## src/rtl/timer_cfg_sequencer.sv

```systemverilog
// timer_cfg_sequencer: shadows timer/prescaler configuration and applies it at a prescale-safe point,
// and runs the debug-halt request/acknowledge handshake with the prescaler stage.
module timer_cfg_sequencer #(
  parameter int MAX_WAIT = 512,
  parameter int WCNT_W   = $clog2(MAX_WAIT + 1)
) (
  input  logic       clk,
  input  logic       rst_n,
  input  logic       cfg_wr,
  input  logic       cfg_timer_en,
  input  logic       cfg_div_en,
  input  logic [3:0] cfg_div_val,
  output logic       cfg_busy,
  output logic       cfg_err,
  output logic       upd_done,
  output logic       upd_forced,
  output logic       timer_en,
  output logic       div_en,
  output logic [3:0] div_val,
  input  logic       cnt_en,
  input  logic       dbg_mode,
  input  logic       dbg_halt_in,
  output logic       halt_req,
  input  logic       halt_ack,
  output logic       halted
);
  typedef enum logic {U_IDLE, U_WAIT} ustate_t;
  typedef enum logic [1:0] {H_RUN, H_REQ, H_HALT, H_REL} hstate_t;
  localparam logic [WCNT_W-1:0] WLAST = WCNT_W'(MAX_WAIT - 1);
  ustate_t u_q, u_d;
  hstate_t h_q, h_d;
  logic [5:0] sh_q, sh_d, app_q, app_d;
  logic [WCNT_W-1:0] wcnt_q, wcnt_d;
  logic err_q, err_d, done_q, done_d, forced_q, forced_d;
  logic safe, tmo, hcond;
  always_comb begin
    hcond = dbg_mode & dbg_halt_in;
    // a divider change is harmless when the prescaler is idle, at a boundary, or frozen
    safe = !app_q[5] | !app_q[4] | cnt_en | (h_q == H_HALT);
    tmo = wcnt_q == WLAST;
    u_d = u_q;
    sh_d = sh_q;
    app_d = app_q;
    wcnt_d = wcnt_q;
    err_d = 1'b0;
    done_d = 1'b0;
    forced_d = 1'b0;
    if (u_q == U_IDLE) begin
      if (cfg_wr) begin
        u_d = U_WAIT;
        sh_d = {cfg_timer_en, cfg_div_en, cfg_div_val};
        wcnt_d = '0;
      end
    end else begin
      err_d = cfg_wr;
      if (safe || tmo) begin
        u_d = U_IDLE;
        app_d = sh_q;
        done_d = 1'b1;
        forced_d = !safe;
      end else begin
        wcnt_d = wcnt_q + WCNT_W'(1);
      end
    end
    case (h_q)
      H_RUN:   h_d = hcond ? H_REQ : H_RUN;
      H_REQ:   h_d = halt_ack ? H_HALT : (hcond ? H_REQ : H_RUN);
      H_HALT:  h_d = hcond ? H_HALT : H_REL;
      default: h_d = halt_ack ? H_REL : H_RUN;
    endcase
  end
  always_ff @(posedge clk or negedge rst_n) begin
    if (!rst_n) begin
      u_q <= U_IDLE;
      h_q <= H_RUN;
      sh_q <= '0;
      app_q <= '0;
      wcnt_q <= '0;
      err_q <= 1'b0;
      done_q <= 1'b0;
      forced_q <= 1'b0;
    end else begin
      u_q <= u_d;
      h_q <= h_d;
      sh_q <= sh_d;
      app_q <= app_d;
      wcnt_q <= wcnt_d;
      err_q <= err_d;
      done_q <= done_d;
      forced_q <= forced_d;
    end
  end
  assign cfg_busy = u_q == U_WAIT;
  assign cfg_err = err_q;
  assign upd_done = done_q;
  assign upd_forced = forced_q;
  assign {timer_en, div_en, div_val} = app_q;
  assign halt_req = (h_q == H_REQ) || (h_q == H_HALT);
  assign halted = h_q == H_HALT;
endmodule
```

## config.mk

```make
export PLATFORM = sky130hd
export DESIGN_NAME = timer_cfg_sequencer
export DESIGN_NICKNAME = d
export VERILOG_FILES = /design/src/rtl/timer_cfg_sequencer.sv
export SDC_FILE = /design/constraint.sdc
export NUM_CORES = 1
export LEC_CHECK = 0
export ABC_AREA = 1
export CELL_PAD_IN_SITES_DETAIL_PLACEMENT = 1
export CELL_PAD_IN_SITES_GLOBAL_PLACEMENT = 2
export CORE_UTILIZATION = 32
export DETAILED_ROUTE_END_ITERATION = 10
export HOLD_SLACK_MARGIN = 0.05
export PLACE_DENSITY_LB_ADDON = 0.1
export SETUP_SLACK_MARGIN = 0.5
export SYNTH_ARGS = -nofsm -noshare
export SYNTH_HDL_FRONTEND = slang
export SYNTH_SLANG_ARGS = --single-unit
```

## constraint.sdc

```tcl
create_clock -name clk -period 4.1 [get_ports clk]
set_input_delay 1.025 -clock clk [delete_from_list [all_inputs] [get_ports clk]]
set_output_delay 1.025 -clock clk [all_outputs]
set_load 0.03 [all_outputs]
```

==> impl_metrics.yaml, run 1 <==
critical_path:
  crit_start_category: "flip-flop"
  r2r_slack_ps: 2390
  worst-path-max-fanout: 5
  arrival_time_reported_for_the_critical_path_endpoint_ps: 1740
  crit-reg2reg-launch: "h_q[0]"
  cp-end-kind: "output port"
  reg2regPathDepth: 10
  critical_setup_path_class: "reg -> out"
  critical_path.reg2reg.endpoint: "wcnt_q[5]"
  setup.worst_path.end: "halt_req"
  cp-startpoint: "h_q[0]"
  required_ps: 3070
sta:
  finalCritPeriodShare: 0.674
  final_period_minus_worst_setup_slack_ps: 2760
  hold_violations: 0
  max_freq_ghz: 0.362
  tns_ps: 0
  grt_setup_unrepaired: "false"
  clock-skew-final_ps: 5.54
  max-slew-margin-rel: 0.749
  report.final.slew_viol_count: 0
  worst_pin_slew_ps: 377
  finalSetupViolCount: 0
synth:
  synthArstFlopShare: 1.00
  synth_cells: 166
  netlist-cell-type-count: 23
  synthesis.nets: 184
  ys_ff_latch: 28
  yosys_warnings: 0
  syn-mean-instance-area_sq_um: 8.40
  synth.yosys.seq_area_share: 0.502
  syn_area_sq_um: 1400
  ys.flop_type: "sky130_fd_sc_hd__dfrtp_1"
  synth_edf_count: 0
clocking:
  cts_max_level: 1
  post_cts_resize_count: 0
  clkTransAtPathRegs_ps: 90
  cts_sinks: 28
  cts_hold_repair.buffers: 0
  tritoncts_clock_tree: "yes"
  postCtsSetupRepairBufs: 0
  worst_skew_pair.late_latency_ps: 280
  clock_path_buffers: 2
  clock_tree.root_cell: "sky130_fd_sc_hd__clkbuf_8"
  cts_inserted_buffers: 3
layout:
  diodes_inserted: 0
  synth_to_layout_area_growth_pct: 25.0
  design.final.nets: 212
  post-route-cell-area_sq_um: 1740
  core_utilization_of_the_finished_layout: 0.427
  drive_above_1_share: 0.114
detailed_routing:
  initialDrtViolationCount: 37
  final_antenna_net_count: 0
  via_count: 1148
  routed_via_density: 4.72
  finalWirelength_microns: 3080
  wl_per_cell_microns: 12.7
  drc_violation_count_after_routing: 0
  dr.pass1.iters: 4
outcome:
  run_status: "finished clean"
placed_design:
  io_buffer_count: 24
  finalWeightedCongestion: 0.772
  postPlaceCellArea_sq_um: 1690
  dp_hpwl_microns: 2320
global_routing:
  antenna_found_initial: 0
  grt_pass1_vias: 1174
  grt_start_max_net_pins: 29
  grt_util_all_layers: 0.156
  first_pass_grt_wire_length_microns: 5330
  global_route.overflow_total: 0
min_path:
  hold_path.class: "reg -> reg"
die:
  die-height_microns: 68.0
  floorplan.die.width_microns: 68.0
  count_of_boundary_i_o_pins: 25
  std_cell_rows: 23
  design.core.area_sq_um: 4090
  initial_utilization: 0.341
  dieArea_sq_um: 4630
pwr:
  cellLeakagePower_uw: 0.000849
  design_power_total_uw: 782
  ir_drop_mv: 0.226
  power.density_cell_area_nw_per_um2: 448
job:
  max_cap_viol_count: 0
-- synth_stat cells, types with 2 or more instances --
cell type | instances | share of area
sky130_fd_sc_hd__dfrtp_1 | 28 | 0.50
sky130_fd_sc_hd__ha_1 | 5 | 0.045
sky130_fd_sc_hd__inv_1 | 24 | 0.065
sky130_fd_sc_hd__nand2_1 | 51 | 0.14
sky130_fd_sc_hd__nand2_2 | 5 | 0.022
sky130_fd_sc_hd__nand3_1 | 12 | 0.043
sky130_fd_sc_hd__nand4_1 | 2 | 0.0090
sky130_fd_sc_hd__nor2_1 | 10 | 0.027
sky130_fd_sc_hd__nor2_4 | 2 | 0.016
sky130_fd_sc_hd__nor3_1 | 2 | 0.0072
sky130_fd_sc_hd__o21ai_0 | 9 | 0.032
sky130_fd_sc_hd__o21ai_2 | 5 | 0.031
-- final cells by class --
class	instances	area, sq um
Timing Repair Buffer	25	248
Multi-Input combinational cell	111	584
Tap cell	50	62.6
Inverter	25	93.8
Fill cell	502	2340
Sequential cell	28	701
Clock buffer	4	55.1
-- report_power, final --
part	switching [uW]	total (uW)	internal [uW]
logic	159	264	105
clock network	90.8	177	86.2
registers	25.5	341	316
total	275	782	507
-- critical path: stages, from the launching register on --
cell and delay (ps):
sky130_fd_sc_hd__dfrtp_1 420, sky130_fd_sc_hd__inv_1 80, sky130_fd_sc_hd__ha_1 290, sky130_fd_sc_hd__clkdlybuf4s50_1 680
-- worst min path at each step --
stage | from | endpoint | slack (ps) | depth (start not counted)
finish | sh_q[5] | app_q[5] | 480 | 2
detailed placement | sh_q[5] | app_q[5] | 470 | 2
CTS | sh_q[5] | app_q[5] | 490 | 2
floorplan | sh_q[5] | app_q[5] | 440 | 2
global placement | sh_q[5] | app_q[5] | 460 | 2
global route | sh_q[5] | sh_q[5] | 530 | 2
-- sequential cells by signal, indices dropped and copies added (netlist names), named ones only --
signal and cells:
app_q 6, cfg_busy 1, cfg_err 1, h_q 1, sh_q 6, upd_done 1
upd_forced 1, wcnt_q 10
-- cell families (layout without fill, tap and decap cells) --
family | count (synthesis) | in the layout | share of synthesized area
AOI/OAI and AO/OA | 17 | 17 | 0.0762
xor gates and xnor gates | 1 | 1 | 0.00628
adders and majority gates | 5 | 5 | 0.0448
buffers and inverters | 27 | 54 | 0.0789
DFF | 28 | 28 | 0.502
and+or+nand+nor | 88 | 88 | 0.291
-- routing by layer --
layer | global-route usage | vias up | share of wire
li1 | - | 568 | -
met1 | 0.193 | 552 | 0.47
met2 | 0.268 | 23 | 0.48
met3 | 0.0217 | 5 | 0.035
met4 | 0.0677 | 0 | 0.016
met5 | 0 | - | 0
-- cells in the final DEF (no fill, tap or decap), types with 2 or more instances in the layout --
cell type / instances
sky130_fd_sc_hd__clkbuf_8: 4
sky130_fd_sc_hd__nor2_4: 2
sky130_fd_sc_hd__ha_1: 5
sky130_fd_sc_hd__nand2_1: 51
sky130_fd_sc_hd__nor3_1: 2
sky130_fd_sc_hd__inv_1: 24
sky130_fd_sc_hd__nand2_2: 5
sky130_fd_sc_hd__o21ai_2: 5
sky130_fd_sc_hd__nand4_1: 2
sky130_fd_sc_hd__dfrtp_1: 28
sky130_fd_sc_hd__nor2_1: 10
sky130_fd_sc_hd__clkdlybuf4s50_1: 24
sky130_fd_sc_hd__nand3_1: 12
sky130_fd_sc_hd__o21ai_0: 9
-- per-stage QoR --
step                      instances  setup slack [ps]  hold slack, ps
after floorplan                 166              2200             442
after global placement          239              1700             458
after detailed placement        239              1630             466
after CTS                       243              1310             490
after global routing            243              1270             528
final                           243              1340             481
Note: power is estimated with default switching activity, not from simulation.
==> run 2, diff against run 1 <==
--- a/config.mk
+++ b/config.mk
@@ -8,7 +8,7 @@
 export ABC_AREA = 1
 export CELL_PAD_IN_SITES_DETAIL_PLACEMENT = 1
 export CELL_PAD_IN_SITES_GLOBAL_PLACEMENT = 2
-export CORE_UTILIZATION = 32
+export CORE_UTILIZATION = 30
 export DETAILED_ROUTE_END_ITERATION = 10
 export HOLD_SLACK_MARGIN = 0.05
 export PLACE_DENSITY_LB_ADDON = 0.1
==> constraint.sdc (replaced) <==
create_clock -name clk -period 2.8 [get_ports clk]
set_input_delay 0.7 -clock clk [delete_from_list [all_inputs] [get_ports clk]]
set_output_delay 0.7 -clock clk [all_outputs]
set_load 0.03 [all_outputs]
==> impl_metrics.yaml, run 2 (synthesized netlist as in run 1, its figures left out) <==
outcome:
  run_status: "finished clean"
detailed_routing:
  initialDrtViolationCount: 39
  via_count: 1142
  routed_via_density: 4.66
  wl_per_cell_microns: 12.7
  dr.pass1.iters: 4
  final_antenna_net_count: 0
  finalWirelength_microns: 3120
  drc_violation_count_after_routing: 0
critical_path:
  critical_setup_path_class: "reg -> out"
  reg2regPathDepth: 10
  critical_path.max_stage_delay_ps: 420
  path_cells: "inv_1, ha_1, dlygate4sd2_1"
  critical_path_cell_count: 3
  critical_path.n_buffers_inverters: 2
  required_ps: 2100
  crit_slowest_cell: "sky130_fd_sc_hd__dfrtp_1"
  worst_path_dominant_cell_family: "buffers and inverters"
  cp-end-kind: "output port"
  arrival_time_reported_for_the_critical_path_endpoint_ps: 1440
  worst-path-max-fanout: 5
  crit_start_category: "flip-flop"
sta:
  clock-skew-final_ps: 5.17
  max-slew-margin-rel: 0.746
  worst_pin_slew_ps: 380
  finalCritPeriodShare: 0.766
  finalSetupViolCount: 0
  tns_ps: 0
  final_period_minus_worst_setup_slack_ps: 2140
  hold_violations: 0
  report.final.slew_viol_count: 0
  grt_setup_unrepaired: "false"
  max_freq_ghz: 0.467
clocking:
  cts_inserted_buffers: 3
  post_cts_resize_count: 2
  worst_skew_pair.late_latency_ps: 280
  cts_hold_repair.buffers: 0
  clock_path_buffers: 2
  tritoncts_clock_tree: "yes"
  cts_max_level: 1
  clock_tree.root_cell: "sky130_fd_sc_hd__clkbuf_8"
  clkTransAtPathRegs_ps: 100
  postCtsSetupRepairBufs: 0
  cts_sinks: 28
placed_design:
  finalWeightedCongestion: 0.688
  dpl.cell_count: 241
  dp_hpwl_microns: 2370
  io_buffer_count: 24
min_path:
  hold_path_depth: 2
  hold_path.class: "reg -> reg"
global_routing:
  antenna_found_initial: 0
  global_route.overflow_total: 0
  grt_start_max_net_pins: 29
  grt_pass1_vias: 1253
  grt_util_all_layers: 0.145
  first_pass_grt_wire_length_microns: 5730
die:
  initial_utilization: 0.316
  std_cell_rows: 24
  design.core.area_sq_um: 4410
  dieArea_sq_um: 4930
  floorplan.die.width_microns: 70.2
  die-height_microns: 70.2
  count_of_boundary_i_o_pins: 25
pwr:
  cellLeakagePower_uw: 0.000860
  ir_drop_mv: 0.375
  power.density_cell_area_nw_per_um2: 675
layout:
  final_cell_mix: "sky130_fd_sc_hd__nand2_1, sky130_fd_sc_hd__dfrtp_1, sky130_fd_sc_hd__inv_1"
  diodes_inserted: 0
  synth_to_layout_area_growth_pct: 26.2
  final_common_cell: "sky130_fd_sc_hd__nand2_1"
  flip_flop_count_of_the_largest_register_after_layout: 10
  drive_above_1_share: 0.114
  fillerInstances: 531
  design.final.nets: 212
  largest-register: "wcnt_q"
  largest_registers: "wcnt_q x10, app_q x6, sh_q x6"
  non_filler_cells_in_the_finished_layout: 245
job:
  max_cap_viol_count: 0
-- run 2: cell types whose count changed in the layout (fill, tap and decap cells not counted) --
cell                              change
sky130_fd_sc_hd__clkbuf_8             -1
sky130_fd_sc_hd__clkdlybuf4s50_1      -2
sky130_fd_sc_hd__dlygate4sd2_1        +2
sky130_fd_sc_hd__bufinv_16            +1
-- run 2: layout make-up --
cell class                 count  area (sq um)  area share
sequential                    28           701       0.398
multi-input combinational    111           584       0.332
timing repair buffer          25           245       0.139
inverter                      25          93.8      0.0533
tap                           52          65.1      0.0370
clock buffer                   3          41.3      0.0235
clock inverter                 1          30.0      0.0171
-- run 2: power breakdown --
part / internal [uW] / switching, uW
clock: 191 / 129
combinational: 138 / 230
sequential: 462 / 37.8
total: 791 / 397
-- run 2: final timing paths --
check,start,to,slack [ps]
worst min register to register,app_q[3],app_q[3],500
worst max-delay path,h_q[0],halt_req,660
max in group asynchronous,rst_n,wcnt_q[6],1720
min in group asynchronous,rst_n,sh_q[4],800
worst max register to register,h_q[0],wcnt_q[5],1120
worst min-delay path,app_q[3],app_q[3],500
-- run 2: routing by layer --
| metal | up-vias | global-route usage | part of all wire |
|---|---|---|---|
| li1 | 566 | - | - |
| met1 | 553 | 0.187 | 0.48 |
| met2 | 21 | 0.245 | 0.48 |
| met3 | 2 | 0.0404 | 0.037 |
| met4 | 0 | 0.0289 | 0.0055 |
| met5 | - | 0 | 0 |
-- run 2: worst min-delay path: cells and delay by family, from the launching register on --
family,cells,cell delay [ps]
flops,1,360
compound gates,1,50
simple gates,1,60
-- run 2: per-stage QoR --
stage	utilization	setup WS (ps)	hold WS (ps)	total power (uW)	instance area [sq um]
3_5_place_dp	0.383	666	478	904	1690
4_1_cts	0.399	624	507	1220	1760
6_report	0.399	657	497	1190	1760
3_3_place_gp	0.383	723	464	886	1690
5_1_grt	0.399	591	530	1260	1760
2_1_floorplan	-	1170	404	744	1400
==> run 3, diff against run 2 <==
--- a/config.mk
+++ b/config.mk
@@ -8,7 +8,7 @@
 export ABC_AREA = 1
 export CELL_PAD_IN_SITES_DETAIL_PLACEMENT = 1
 export CELL_PAD_IN_SITES_GLOBAL_PLACEMENT = 2
-export CORE_UTILIZATION = 30
+export CORE_UTILIZATION = 27
 export DETAILED_ROUTE_END_ITERATION = 10
 export HOLD_SLACK_MARGIN = 0.05
 export PLACE_DENSITY_LB_ADDON = 0.1
==> constraint.sdc (replaced) <==
create_clock -name clk -period 1.8 [get_ports clk]
set_input_delay 0.45 -clock clk [delete_from_list [all_inputs] [get_ports clk]]
set_output_delay 0.45 -clock clk [all_outputs]
set_load 0.03 [all_outputs]
==> impl_metrics.yaml, run 3 (synthesized netlist as in run 1, its figures left out) <==
clocking:
  cts_sinks: 28
  cts_max_level: 1
  cts_hold_repair.buffers: 0
  clock_tree.root_cell: "sky130_fd_sc_hd__clkbuf_8"
  tritoncts_clock_tree: "yes"
  cts_inserted_buffers: 3
  worst_skew_pair.late_latency_ps: 270
  clock_path_buffers: 2
  clkTransAtPathRegs_ps: 100
sta:
  timing.final.ws_setup_ps: 190
  grt_setup_unrepaired: "true"
  final_period_minus_worst_setup_slack_ps: 1610
  finalCritPeriodShare: 0.894
  hold_violations: 0
  report.final.slew_viol_count: 0
  worst_pin_slew_ps: 373
  finalSetupViolCount: 0
  max-slew-margin-rel: 0.751
  max_freq_ghz: 0.621
  tns_ps: 0
  clock-skew-final_ps: 1.74
die:
  initial_utilization: 0.288
  std_cell_rows: 25
  die-height_microns: 73.9
  floorplan.die.width_microns: 73.9
  count_of_boundary_i_o_pins: 25
  dieArea_sq_um: 5460
  design.core.area_sq_um: 4850
detailed_routing:
  via_count: 1273
  final_antenna_net_count: 0
  wl_per_cell_microns: 13.3
  drc_violation_count_after_routing: 0
  finalWirelength_microns: 3840
  dr.pass1.iters: 3
  initialDrtViolationCount: 45
  routed_via_density: 4.40
critical_path:
  crit_start_category: "flip-flop"
  worst-path-max-fanout: 3
  cp-end-kind: "output port"
  crit-reg2reg-launch: "wcnt_q[0]"
  arrival_time_reported_for_the_critical_path_endpoint_ps: 1160
  required_ps: 1350
  critical_setup_path_class: "reg -> out"
pwr:
  p_comb_frac: 0.446
  clock_power_share: 0.184
  netSwitchingFraction: 0.357
  seq_power_share: 0.370
  cellLeakagePower_uw: 0.00109
  power.density_cell_area_nw_per_um2: 945
  cell_internal_pwr_uw: 1370
  p_sw_uw: 762
  ir_drop_mv: 0.464
layout:
  fillerInstances: 561
  design.final.nets: 241
  synth_to_layout_area_growth_pct: 61.8
  final_common_cell: "sky130_fd_sc_hd__nand2_1"
  diodes_inserted: 0
  largest-register: "wcnt_q"
  drive_above_1_share: 0.419
  final_cell_mix: "sky130_fd_sc_hd__nand2_1, sky130_fd_sc_hd__dfrtp_1, sky130_fd_sc_hd__buf_4"
  flip_flop_count_of_the_largest_register_after_layout: 10
  largest_registers: "wcnt_q x10, app_q x6, sh_q x6"
job:
  max_cap_viol_count: 0
min_path:
  hold_path.class: "reg -> reg"
  min-delay-start: "sh_q[5]"
placed_design:
  pre_cts_ws_ps: 50.9
  finalWeightedCongestion: 0.700
  dp_hpwl_microns: 2490
  io_buffer_count: 24
global_routing:
  antenna_found_initial: 0
  grt_pass1_vias: 1342
  global_route.overflow_total: 0
  grt_util_all_layers: 0.153
  grt_start_max_net_pins: 29
  first_pass_grt_wire_length_microns: 6310
outcome:
  run_status: "finished clean"
## run 3: layout make-up
class                           instances  area, sq um  share of cell area
Tap cell                               67         83.8              0.0371
Sequential cell                        28          702               0.311
Multi-Input combinational cell        112          816               0.361
Inverter                               25          105              0.0466
Clock buffer                            4         55.1              0.0244
Timing Repair Buffer                   53          495               0.220
## run 3: timing repair
action,CTS,global route
setup endpoints to repair,30,37
buffers inserted,12,10
cloned,1,1
resized for setup,87,44
pin swaps,9,16
## run 3: per-stage QoR
step / std cells / hold WS [ps] / instance area (sq um) / total power (uW) / util
6_report: 289 / 497 / 2260 / 2130 / 0.466
3_5_place_dp: 261 / 470 / 1790 / 1470 / 0.369
2_1_floorplan: 166 / 154 / 1430 / 1200 / -
5_1_grt: 289 / 541 / 2260 / 2280 / 0.466
4_1_cts: 278 / 498 / 2010 / 2000 / 0.414
3_3_place_gp: 261 / 468 / 1790 / 1440 / 0.369
## run 3: metal layers
layer	wire length [microns]	up-vias	global-route usage
met2	2020	18	0.259
li1	-	629	-
met3	153	2	0.0274
met4	25	0	0.0449
met5	0	-	0
met1	1640	624	0.199
## run 3: final timing paths
check | endpoint | slack [ps] | cells after the start
worst max-delay path | halt_req | 190 | 3
min in group asynchronous | h_q[0] | 550 | 2
worst min-delay path | app_q[5] | 500 | 2
worst min register to register | app_q[5] | 500 | 2
worst max register to register | app_q[2] | 320 | 9
max in group asynchronous | cfg_busy | 950 | 2
## run 3: power groups by stage
stage	Combinational, uW	Sequential [uW]	Clock (uW)
after floorplan	316	882	0
after global placement	650	795	0
after detailed placement	676	799	0
after CTS	794	792	417
after global routing	1040	800	442
final	952	790	392
## run 3: critical path, cell delays in order, from the launching register on
cell and delay [ps]:
sky130_fd_sc_hd__dfrtp_1 430, sky130_fd_sc_hd__inv_2 80, sky130_fd_sc_hd__ha_4 260, sky130_fd_sc_hd__buf_6 120
